### src/rtl/dsi_cfg_axil_responder_if.sv
// -----------------------------------------------------------------------------
// dsi_cfg_axil_responder_if
// AXI4-Lite bundle for the panel-configuration link (7-bit byte address,
// 32-bit data, no BRESP/RRESP since every response is OKAY).
//   awaddr/awvalid/awready : write address channel
//   wdata/wvalid/wready    : write data channel
//   bvalid/bready          : write response channel
//   araddr/arvalid/arready : read address channel
//   rdata/rvalid/rready    : read data channel
// Modports: master (config initiator), slave (responder).
// -----------------------------------------------------------------------------
interface dsi_cfg_axil_responder_if;
  logic [6:0]  awaddr;
  logic        awvalid;
  logic        awready;
  logic [31:0] wdata;
  logic        wvalid;
  logic        wready;
  logic        bvalid;
  logic        bready;
  logic [6:0]  araddr;
  logic        arvalid;
  logic        arready;
  logic [31:0] rdata;
  logic        rvalid;
  logic        rready;

  modport master (
    output awaddr, awvalid, wdata, wvalid, bready, araddr, arvalid, rready,
    input  awready, wready, bvalid, arready, rdata, rvalid
  );

  modport slave (
    input  awaddr, awvalid, wdata, wvalid, bready, araddr, arvalid, rready,
    output awready, wready, bvalid, arready, rdata, rvalid
  );
endinterface

### src/rtl/dsi_cfg_axil_responder.sv
// -----------------------------------------------------------------------------
// dsi_cfg_axil_responder
// AXI4-Lite slave for the panel-configuration link. Holds a CTRL register,
// a STATUS view, an IRQ_CLR strobe, four scratch registers and a command FIFO
// fed by writes to CMD_PUSH and drained by a downstream consumer.
// Ports:
//   i_fb_clk     clock
//   i_arstn      asynchronous active-low reset
//   axi          AXI4-Lite slave modport
//   o_ctrl       CTRL register contents
//   o_cmd_data   FIFO head word (0 when empty)
//   o_cmd_valid  FIFO not empty
//   i_cmd_ready  consumer pop strobe
//   o_irq        registered OVF & CTRL[0]
// -----------------------------------------------------------------------------
module dsi_cfg_axil_responder #(
  parameter int          FIFO_AW  = 4,
  parameter logic [31:0] CTRL_RST = 32'h0
) (
  input  logic                          i_fb_clk,
  input  logic                          i_arstn,
  dsi_cfg_axil_responder_if.slave       axi,
  output logic [31:0]                   o_ctrl,
  output logic [31:0]                   o_cmd_data,
  output logic                          o_cmd_valid,
  input  logic                          i_cmd_ready,
  output logic                          o_irq
);

  localparam int DEPTH = 2 ** FIFO_AW;
  localparam logic [FIFO_AW-1:0] PTR_ONE   = 1;
  localparam logic [FIFO_AW:0]   LVL_ONE   = 1;
  localparam logic [FIFO_AW:0]   LVL_FULL  = DEPTH[FIFO_AW:0];

  localparam logic [1:0] W_IDLE = 2'd0;
  localparam logic [1:0] W_ADDR = 2'd1;
  localparam logic [1:0] W_DATA = 2'd2;
  localparam logic [1:0] W_RESP = 2'd3;

  localparam logic [0:0] R_IDLE = 1'b0;
  localparam logic [0:0] R_DATA = 1'b1;

  // ---------------------------------------------------------------- write FSM
  logic [1:0]  wstate_q, wstate_d;
  logic [4:0]  waddr_q, waddr_d;
  logic [31:0] wdata_q, wdata_d;
  logic        commit;
  logic [4:0]  c_addr;
  logic [31:0] c_data;

  always_comb begin
    wstate_d = wstate_q;
    waddr_d  = waddr_q;
    wdata_d  = wdata_q;
    commit   = 1'b0;
    c_addr   = waddr_q;
    c_data   = wdata_q;
    case (wstate_q)
      W_IDLE: begin
        if (axi.awvalid && axi.wvalid) begin
          commit   = 1'b1;
          c_addr   = axi.awaddr[6:2];
          c_data   = axi.wdata;
          wstate_d = W_RESP;
        end else if (axi.awvalid) begin
          waddr_d  = axi.awaddr[6:2];
          wstate_d = W_ADDR;
        end else if (axi.wvalid) begin
          wdata_d  = axi.wdata;
          wstate_d = W_DATA;
        end
      end
      W_ADDR: if (axi.wvalid) begin
        commit   = 1'b1;
        c_data   = axi.wdata;
        wstate_d = W_RESP;
      end
      W_DATA: if (axi.awvalid) begin
        commit   = 1'b1;
        c_addr   = axi.awaddr[6:2];
        wstate_d = W_RESP;
      end
      W_RESP: if (axi.bready) wstate_d = W_IDLE;
      default: wstate_d = W_IDLE;
    endcase
  end

  always_ff @(posedge i_fb_clk or negedge i_arstn) begin
    if (!i_arstn) begin
      wstate_q <= W_IDLE;
      waddr_q  <= '0;
      wdata_q  <= '0;
    end else begin
      wstate_q <= wstate_d;
      waddr_q  <= waddr_d;
      wdata_q  <= wdata_d;
    end
  end

  assign axi.awready = (wstate_q == W_IDLE) || (wstate_q == W_DATA);
  assign axi.wready  = (wstate_q == W_IDLE) || (wstate_q == W_ADDR);
  assign axi.bvalid  = (wstate_q == W_RESP);

  // ---------------------------------------------------------------- registers
  logic [31:0]      ctrl_q;
  logic [3:0][31:0] gp_q;

  always_ff @(posedge i_fb_clk or negedge i_arstn) begin
    if (!i_arstn)                      ctrl_q <= CTRL_RST;
    else if (commit && c_addr == 5'd0) ctrl_q <= c_data;
  end

  generate
    for (genvar gi = 0; gi < 4; gi++) begin : g_gp
      logic [31:0] gp_r_q;
      always_ff @(posedge i_fb_clk or negedge i_arstn) begin
        if (!i_arstn)                           gp_r_q <= '0;
        else if (commit && c_addr == 5'(4 + gi)) gp_r_q <= c_data;
      end
      assign gp_q[gi] = gp_r_q;
    end
  endgenerate

  // ---------------------------------------------------------------- cmd FIFO
  logic [31:0]        mem [DEPTH];
  logic [FIFO_AW-1:0] wr_ptr_q, rd_ptr_q;
  logic [FIFO_AW:0]   level_q;
  logic               full, empty, pop, push_req, push_ok;
  logic               ovf_q, ovf_set, ovf_clr, irq_q;

  assign full     = (level_q == LVL_FULL);
  assign empty    = (level_q == '0);
  assign pop      = !empty && i_cmd_ready;
  assign push_req = commit && (c_addr == 5'd3);
  // A pop frees the slot in the same cycle, so a full FIFO can still accept.
  assign push_ok  = push_req && (!full || pop);
  assign ovf_set  = push_req && full && !pop;
  assign ovf_clr  = commit && (c_addr == 5'd2) && c_data[0];

  always_ff @(posedge i_fb_clk) begin
    if (push_ok) mem[wr_ptr_q] <= c_data;
  end

  always_ff @(posedge i_fb_clk or negedge i_arstn) begin
    if (!i_arstn) begin
      wr_ptr_q <= '0;
      rd_ptr_q <= '0;
      level_q  <= '0;
      ovf_q    <= 1'b0;
      irq_q    <= 1'b0;
    end else begin
      if (push_ok) wr_ptr_q <= wr_ptr_q + PTR_ONE;
      if (pop)     rd_ptr_q <= rd_ptr_q + PTR_ONE;
      if (push_ok && !pop)      level_q <= level_q + LVL_ONE;
      else if (pop && !push_ok) level_q <= level_q - LVL_ONE;
      // Set takes priority over a simultaneous clear.
      if (ovf_set)      ovf_q <= 1'b1;
      else if (ovf_clr) ovf_q <= 1'b0;
      irq_q <= ovf_q & ctrl_q[0];
    end
  end

  assign o_cmd_valid = !empty;
  assign o_cmd_data  = empty ? 32'h0 : mem[rd_ptr_q];
  assign o_ctrl      = ctrl_q;
  assign o_irq       = irq_q;

  // ---------------------------------------------------------------- read path
  logic [31:0] status, rd_mux;
  logic [31:0] rdata_q, rdata_d;
  logic [0:0]  rstate_q, rstate_d;

  assign status = {13'd0, ovf_q, empty, full, 11'd0, 5'(level_q)};

  always_comb begin
    rd_mux = '0;
    case (axi.araddr[6:2])
      5'd0:                    rd_mux = ctrl_q;
      5'd1:                    rd_mux = status;
      5'd4, 5'd5, 5'd6, 5'd7:  rd_mux = gp_q[axi.araddr[3:2]];
      default:                 rd_mux = '0;
    endcase
  end

  always_comb begin
    rstate_d = rstate_q;
    rdata_d  = rdata_q;
    case (rstate_q)
      R_IDLE: if (axi.arvalid) begin
        rdata_d  = rd_mux;   // snapshot of pre-commit register values
        rstate_d = R_DATA;
      end
      default: if (axi.rready) rstate_d = R_IDLE;
    endcase
  end

  always_ff @(posedge i_fb_clk or negedge i_arstn) begin
    if (!i_arstn) begin
      rstate_q <= R_IDLE;
      rdata_q  <= '0;
    end else begin
      rstate_q <= rstate_d;
      rdata_q  <= rdata_d;
    end
  end

  assign axi.arready = (rstate_q == R_IDLE);
  assign axi.rvalid  = (rstate_q == R_DATA);
  assign axi.rdata   = rdata_q;

  // Byte-lane address bits carry no meaning for word registers.
  logic unused_addr_lsb;
  assign unused_addr_lsb = ^{axi.awaddr[1:0], axi.araddr[1:0]};

endmodule

### src/flat_wrapper.sv
// flat-port wrapper written by rule: the top's interface ports become plain ports
module dsi_cfg_axil_responder_flat 
#(
  parameter int          FIFO_AW  = 4,
  parameter logic [31:0] CTRL_RST = 32'h0
)
  (i_fb_clk, i_arstn, o_ctrl, o_cmd_data, o_cmd_valid, i_cmd_ready, o_irq, axi_awaddr, axi_awvalid, axi_wdata, axi_wvalid, axi_bready, axi_araddr, axi_arvalid, axi_rready, axi_awready, axi_wready, axi_bvalid, axi_arready, axi_rdata, axi_rvalid);
  dsi_cfg_axil_responder_if axi_i ();
  input  logic i_fb_clk;
  input  logic i_arstn;
  output logic [31:0] o_ctrl;
  output logic [31:0] o_cmd_data;
  output logic o_cmd_valid;
  input  logic i_cmd_ready;
  output logic o_irq;
  input wire logic [$bits(axi_i.awaddr)-1:0] axi_awaddr;
  input wire logic [$bits(axi_i.awvalid)-1:0] axi_awvalid;
  input wire logic [$bits(axi_i.wdata)-1:0] axi_wdata;
  input wire logic [$bits(axi_i.wvalid)-1:0] axi_wvalid;
  input wire logic [$bits(axi_i.bready)-1:0] axi_bready;
  input wire logic [$bits(axi_i.araddr)-1:0] axi_araddr;
  input wire logic [$bits(axi_i.arvalid)-1:0] axi_arvalid;
  input wire logic [$bits(axi_i.rready)-1:0] axi_rready;
  output wire logic [$bits(axi_i.awready)-1:0] axi_awready;
  output wire logic [$bits(axi_i.wready)-1:0] axi_wready;
  output wire logic [$bits(axi_i.bvalid)-1:0] axi_bvalid;
  output wire logic [$bits(axi_i.arready)-1:0] axi_arready;
  output wire logic [$bits(axi_i.rdata)-1:0] axi_rdata;
  output wire logic [$bits(axi_i.rvalid)-1:0] axi_rvalid;
  assign axi_i.awaddr = axi_awaddr;
  assign axi_i.awvalid = axi_awvalid;
  assign axi_i.wdata = axi_wdata;
  assign axi_i.wvalid = axi_wvalid;
  assign axi_i.bready = axi_bready;
  assign axi_i.araddr = axi_araddr;
  assign axi_i.arvalid = axi_arvalid;
  assign axi_i.rready = axi_rready;
  assign axi_awready = axi_i.awready;
  assign axi_wready = axi_i.wready;
  assign axi_bvalid = axi_i.bvalid;
  assign axi_arready = axi_i.arready;
  assign axi_rdata = axi_i.rdata;
  assign axi_rvalid = axi_i.rvalid;
  dsi_cfg_axil_responder #(.FIFO_AW(FIFO_AW), .CTRL_RST(CTRL_RST)) u_core (.i_fb_clk(i_fb_clk), .i_arstn(i_arstn), .axi(axi_i), .o_ctrl(o_ctrl), .o_cmd_data(o_cmd_data), .o_cmd_valid(o_cmd_valid), .i_cmd_ready(i_cmd_ready), .o_irq(o_irq));
endmodule
### config.mk
export PLATFORM = sky130hd
export DESIGN_NAME = dsi_cfg_axil_responder_flat
export DESIGN_NICKNAME = d
export VERILOG_FILES = /design/src/rtl/dsi_cfg_axil_responder_if.sv /design/src/rtl/dsi_cfg_axil_responder.sv /design/src/flat_wrapper.sv
export SDC_FILE = /design/constraint.sdc
export NUM_CORES = 1
export LEC_CHECK = 0
export ABC_AREA = 1
export CAP_MARGIN = 40
export CORE_MARGIN = 4
export CORE_UTILIZATION = 58
export DETAILED_ROUTE_END_ITERATION = 16
export PLACE_DENSITY = 0.88
export SLEW_MARGIN = 20
export SYNTH_ARGS = -nofsm -noshare
export SYNTH_HDL_FRONTEND = slang
export SYNTH_SLANG_ARGS = --single-unit
### constraint.sdc
create_clock -name i_fb_clk -period 5.2 [get_ports i_fb_clk]
set_clock_uncertainty 0.1 [all_clocks]
set_input_delay 0.52 -clock i_fb_clk [delete_from_list [all_inputs] [get_ports i_fb_clk]]
set_output_delay 0.52 -clock i_fb_clk [all_outputs]
set_load 0.01 [all_outputs]
==> flow_summary.ini <==
[timing]
setup_ws_ns = 0.790
tns_ns = 0
setup_violations = 0
fmax_mhz = 227
finalHoldViolations = 0
maxSlewHeadroom = 0.370
min_period_over_period = 0.848
min_period_ns = 4.41
worstMarginPinSlew_ns = 0.944
final_max_slew_viol_count = 0
grt_setup_unrepaired = no

[worst_setup_path]
reg2reg_from = u_core.level_q[0]
cp.required_ns = 4.58
cp_data_arrival_time_ns = 3.79
critPathKind = flop to output port
r2r_setup_slack_ns = 1.22
cp_max_fo = 53
r2r_end = u_core.level_q[4]
start_kind = flop
reg2reg_depth = 16
end_kind = output port

[yosys]
syn_area_um2 = 32400
syn_inst = 2920
synth_edf_count = 512
ys.flop_type = edfxtp_1
async_flop_share = 0.325
syn_area_per_cell_um2 = 11.1
synth_cell_type_count = 36
ys_ff_latch = 759
syn_nets = 2988
yosysWarnings = 0
seq_area_frac_synth = 0.666

[power]
sw_frac_of_total = 0.389
peakVddDrop_mv = 0.561
p_clk_frac = 0.234
seqPwrFrac = 0.381
p_leak_nw = 14.3
p_switching_w = 0.00877
combPwrFrac = 0.384
p_int_w = 0.0138
cellPowerDensity_nw_per_um2 = 605

[clock_network]
cts_resized = 0
cts_tree = yes
cts_root_buf = clkbuf_16
htreeDepth = 3
clkTransAtPathRegs_ns = 0.06
cts-buffers-inserted = 76
clk_latency_ns = 0.62
clock_path_buffers = 3
numClockSinks = 759

[route]
first_pass_iters = 12
vias_per_cell = 6.51
vias = 24979
wl_per_cell_um = 24.2
wl_um = 92900
first_iter_violations = 3758
drc = 0
antenna_left = 0

[cells_and_area]
diodes = 0
syn_to_final_growth_pct = 15.2
final_util = 0.676
drive_gt1_frac = 0.0822
design_area_um2 = 37300
stdcell_count = 3839
final_nets = 3102

[grt]
grt_max_degree = 128
grt_pass1_wl_um = 140000
grt_pass1_vias = 24970
grtUsageTotal = 0.301
overflow = 0
grt_antenna_before_repair = 2

[floorplanning]
initial_utilization = 0.587
ios = 157
die_y_um = 244
die_area_um2 = 59700
fp-row-count = 86
core_um2 = 55200
die_w_um = 244

[worst_hold_path]
holdPathEnd = u_core.wstate_q[1]
hp-class = input pin to flop
hold_depth = 3
worstHoldStart = axi_wvalid

[status]
status = complete, no violations

[placement]
placed_area_um2 = 34900
placed_cells = 3700
io_buffers = 152
gp_congestion = 0.893
place_hpwl_um = 52000
pre_cts_ws_ns = 0.909

[job]
max_cap_violations = 0
[metal layers]
layer	wire, µm	vias up	GRT usage	share of wire
met5	10	-	0	0.00011
met1	32300	12091	0.379	0.35
met2	44800	1864	0.487	0.48
met3	10800	320	0.0691	0.12
li1	-	10702	-	-
met4	4960	2	0.167	0.053
[worst max-delay path by stage]
stage	from	endpoint	slack, ns	depth (start not counted)
final	u_core.rd_ptr_q[0]	o_cmd_data[17]	0.79	6
after global routing	u_core.rd_ptr_q[0]	o_cmd_data[17]	0.63	6
after CTS	u_core.rd_ptr_q[1]	o_cmd_data[5]	0.87	7
after detailed placement	axi_awvalid	u_core.mem[2][6]	0.91	12
after global placement	axi_awvalid	u_core.mem[2][4]	1.03	12
after floorplan	u_core.wstate_q[0]	u_core.mem[0][0]	1.58	12
[cell type report]
type                            count  area (µm²)
Sequential cell                   759       21600
Fill cell                        3659       17900
Multi-Input combinational cell   1866        9780
Timing Repair Buffer              251        2370
Clock buffer                       99        2040
Tap cell                          748         936
Clock inverter                     36         322
Inverter                           80         305
[sequential cells by signal, summed over array words and instances, names as in the netlist]
| register | count |
|---|---|
| u_core.ovf_q | 1 |
| u_core.o_irq | 1 |
| u_core.wstate_q | 2 |
| u_core.g_gp.gp_r_q | 128 |
| u_core.mem | 512 |
| u_core.wdata_q | 32 |
| u_core.axi.rdata | 32 |
| u_core.level_q | 5 |
| u_core.o_ctrl | 32 |
| u_core.wr_ptr_q | 4 |
| u_core.waddr_q | 5 |
| u_core.rd_ptr_q | 4 |
| u_core.axi.rvalid | 1 |
[power groups by stage]
stage                     Sequential [W]  Combinational [W]  Clock, W
after floorplan                  0.00852            0.00492         0
final                            0.00861            0.00867   0.00529
after global placement           0.00870            0.00778         0
after CTS                        0.00857            0.00844   0.00530
after detailed placement         0.00868            0.00832         0
after global routing             0.00867            0.00924   0.00557
[what timing repair did]
item / CTS / global route
hold buffers: 1 / 0
endpoints found under the hold margin: 125 / 0
setup endpoints to repair: 0 / 0
buffers inserted: 0 / 0
[cells in the mapped netlist, drive strengths merged (2+ instances only)]
cell    count  share of area
buf        77          0.012
inv        80         0.0093
clkbuf    138          0.016
a21o        2        0.00046
dfrtp     247           0.19
o22ai       8         0.0015
a21oi      36         0.0056
o221ai     97          0.026
a22oi      55          0.013
mux2i       8         0.0025
o21a       32         0.0074
a31oi       2        0.00039
ha         13         0.0050
o211ai     56          0.013
edfxtp    512           0.47
xor2        5         0.0014
nand2     516          0.060
nor2      298          0.036
o21bai    129          0.030
nand3     304          0.047
o21ai     297          0.046
nor3        3        0.00046
[critical path, stage by stage, from the launching register on]
cell	delay (ns)
dfrtp_4	0.81
buf_4	0.57
o21ai_0	0.24
o221ai_1	0.27
nand3_1	0.09
a21oi_1	0.50
clkdlybuf4s50_1	0.65
[per-stage QoR]
| stage | power, W | hold slack, ns |
|---|---|---|
| after global routing | 0.0235 | 0.321 |
| after global placement | 0.0165 | 0.348 |
| after floorplan | 0.0134 | 0.124 |
| final | 0.0226 | 0.275 |
| after CTS | 0.0223 | 0.256 |
| after detailed placement | 0.0170 | 0.354 |
[kinds of logic (layout without fill, tap and decap cells)]
group,after synthesis,after routing,share of synthesized area
adder cells (fa/ha/maj),14,14,0.00564
flip-flops,759,759,0.666
XOR/XNOR,6,6,0.00162
buffers and inverters,295,466,0.0370
AO/OA/AOI/OAI,714,714,0.143
multiplexers,9,9,0.00282
AND/OR/NAND/NOR,1123,1123,0.144
[layout by cell type (no fill, tap or decap), drive strengths merged, types with 2 or more instances in the layout]
cell type      count
a21oi             36
o21bai           129
a31oi              2
clkinvlp           3
nor2             298
inv               83
bufinv             4
o21a              32
o211ai            56
ha                13
o22ai              8
dfrtp            247
clkbuf            99
o221ai            97
nand2            516
a22oi             55
o21ai            297
clkinv            26
xor2               5
nand3            304
a21o               2
clkdlybuf4s50    149
edfxtp           512
mux2i              8
buf              101
nor3               3
Note: power is estimated with default switching activity, not from simulation.
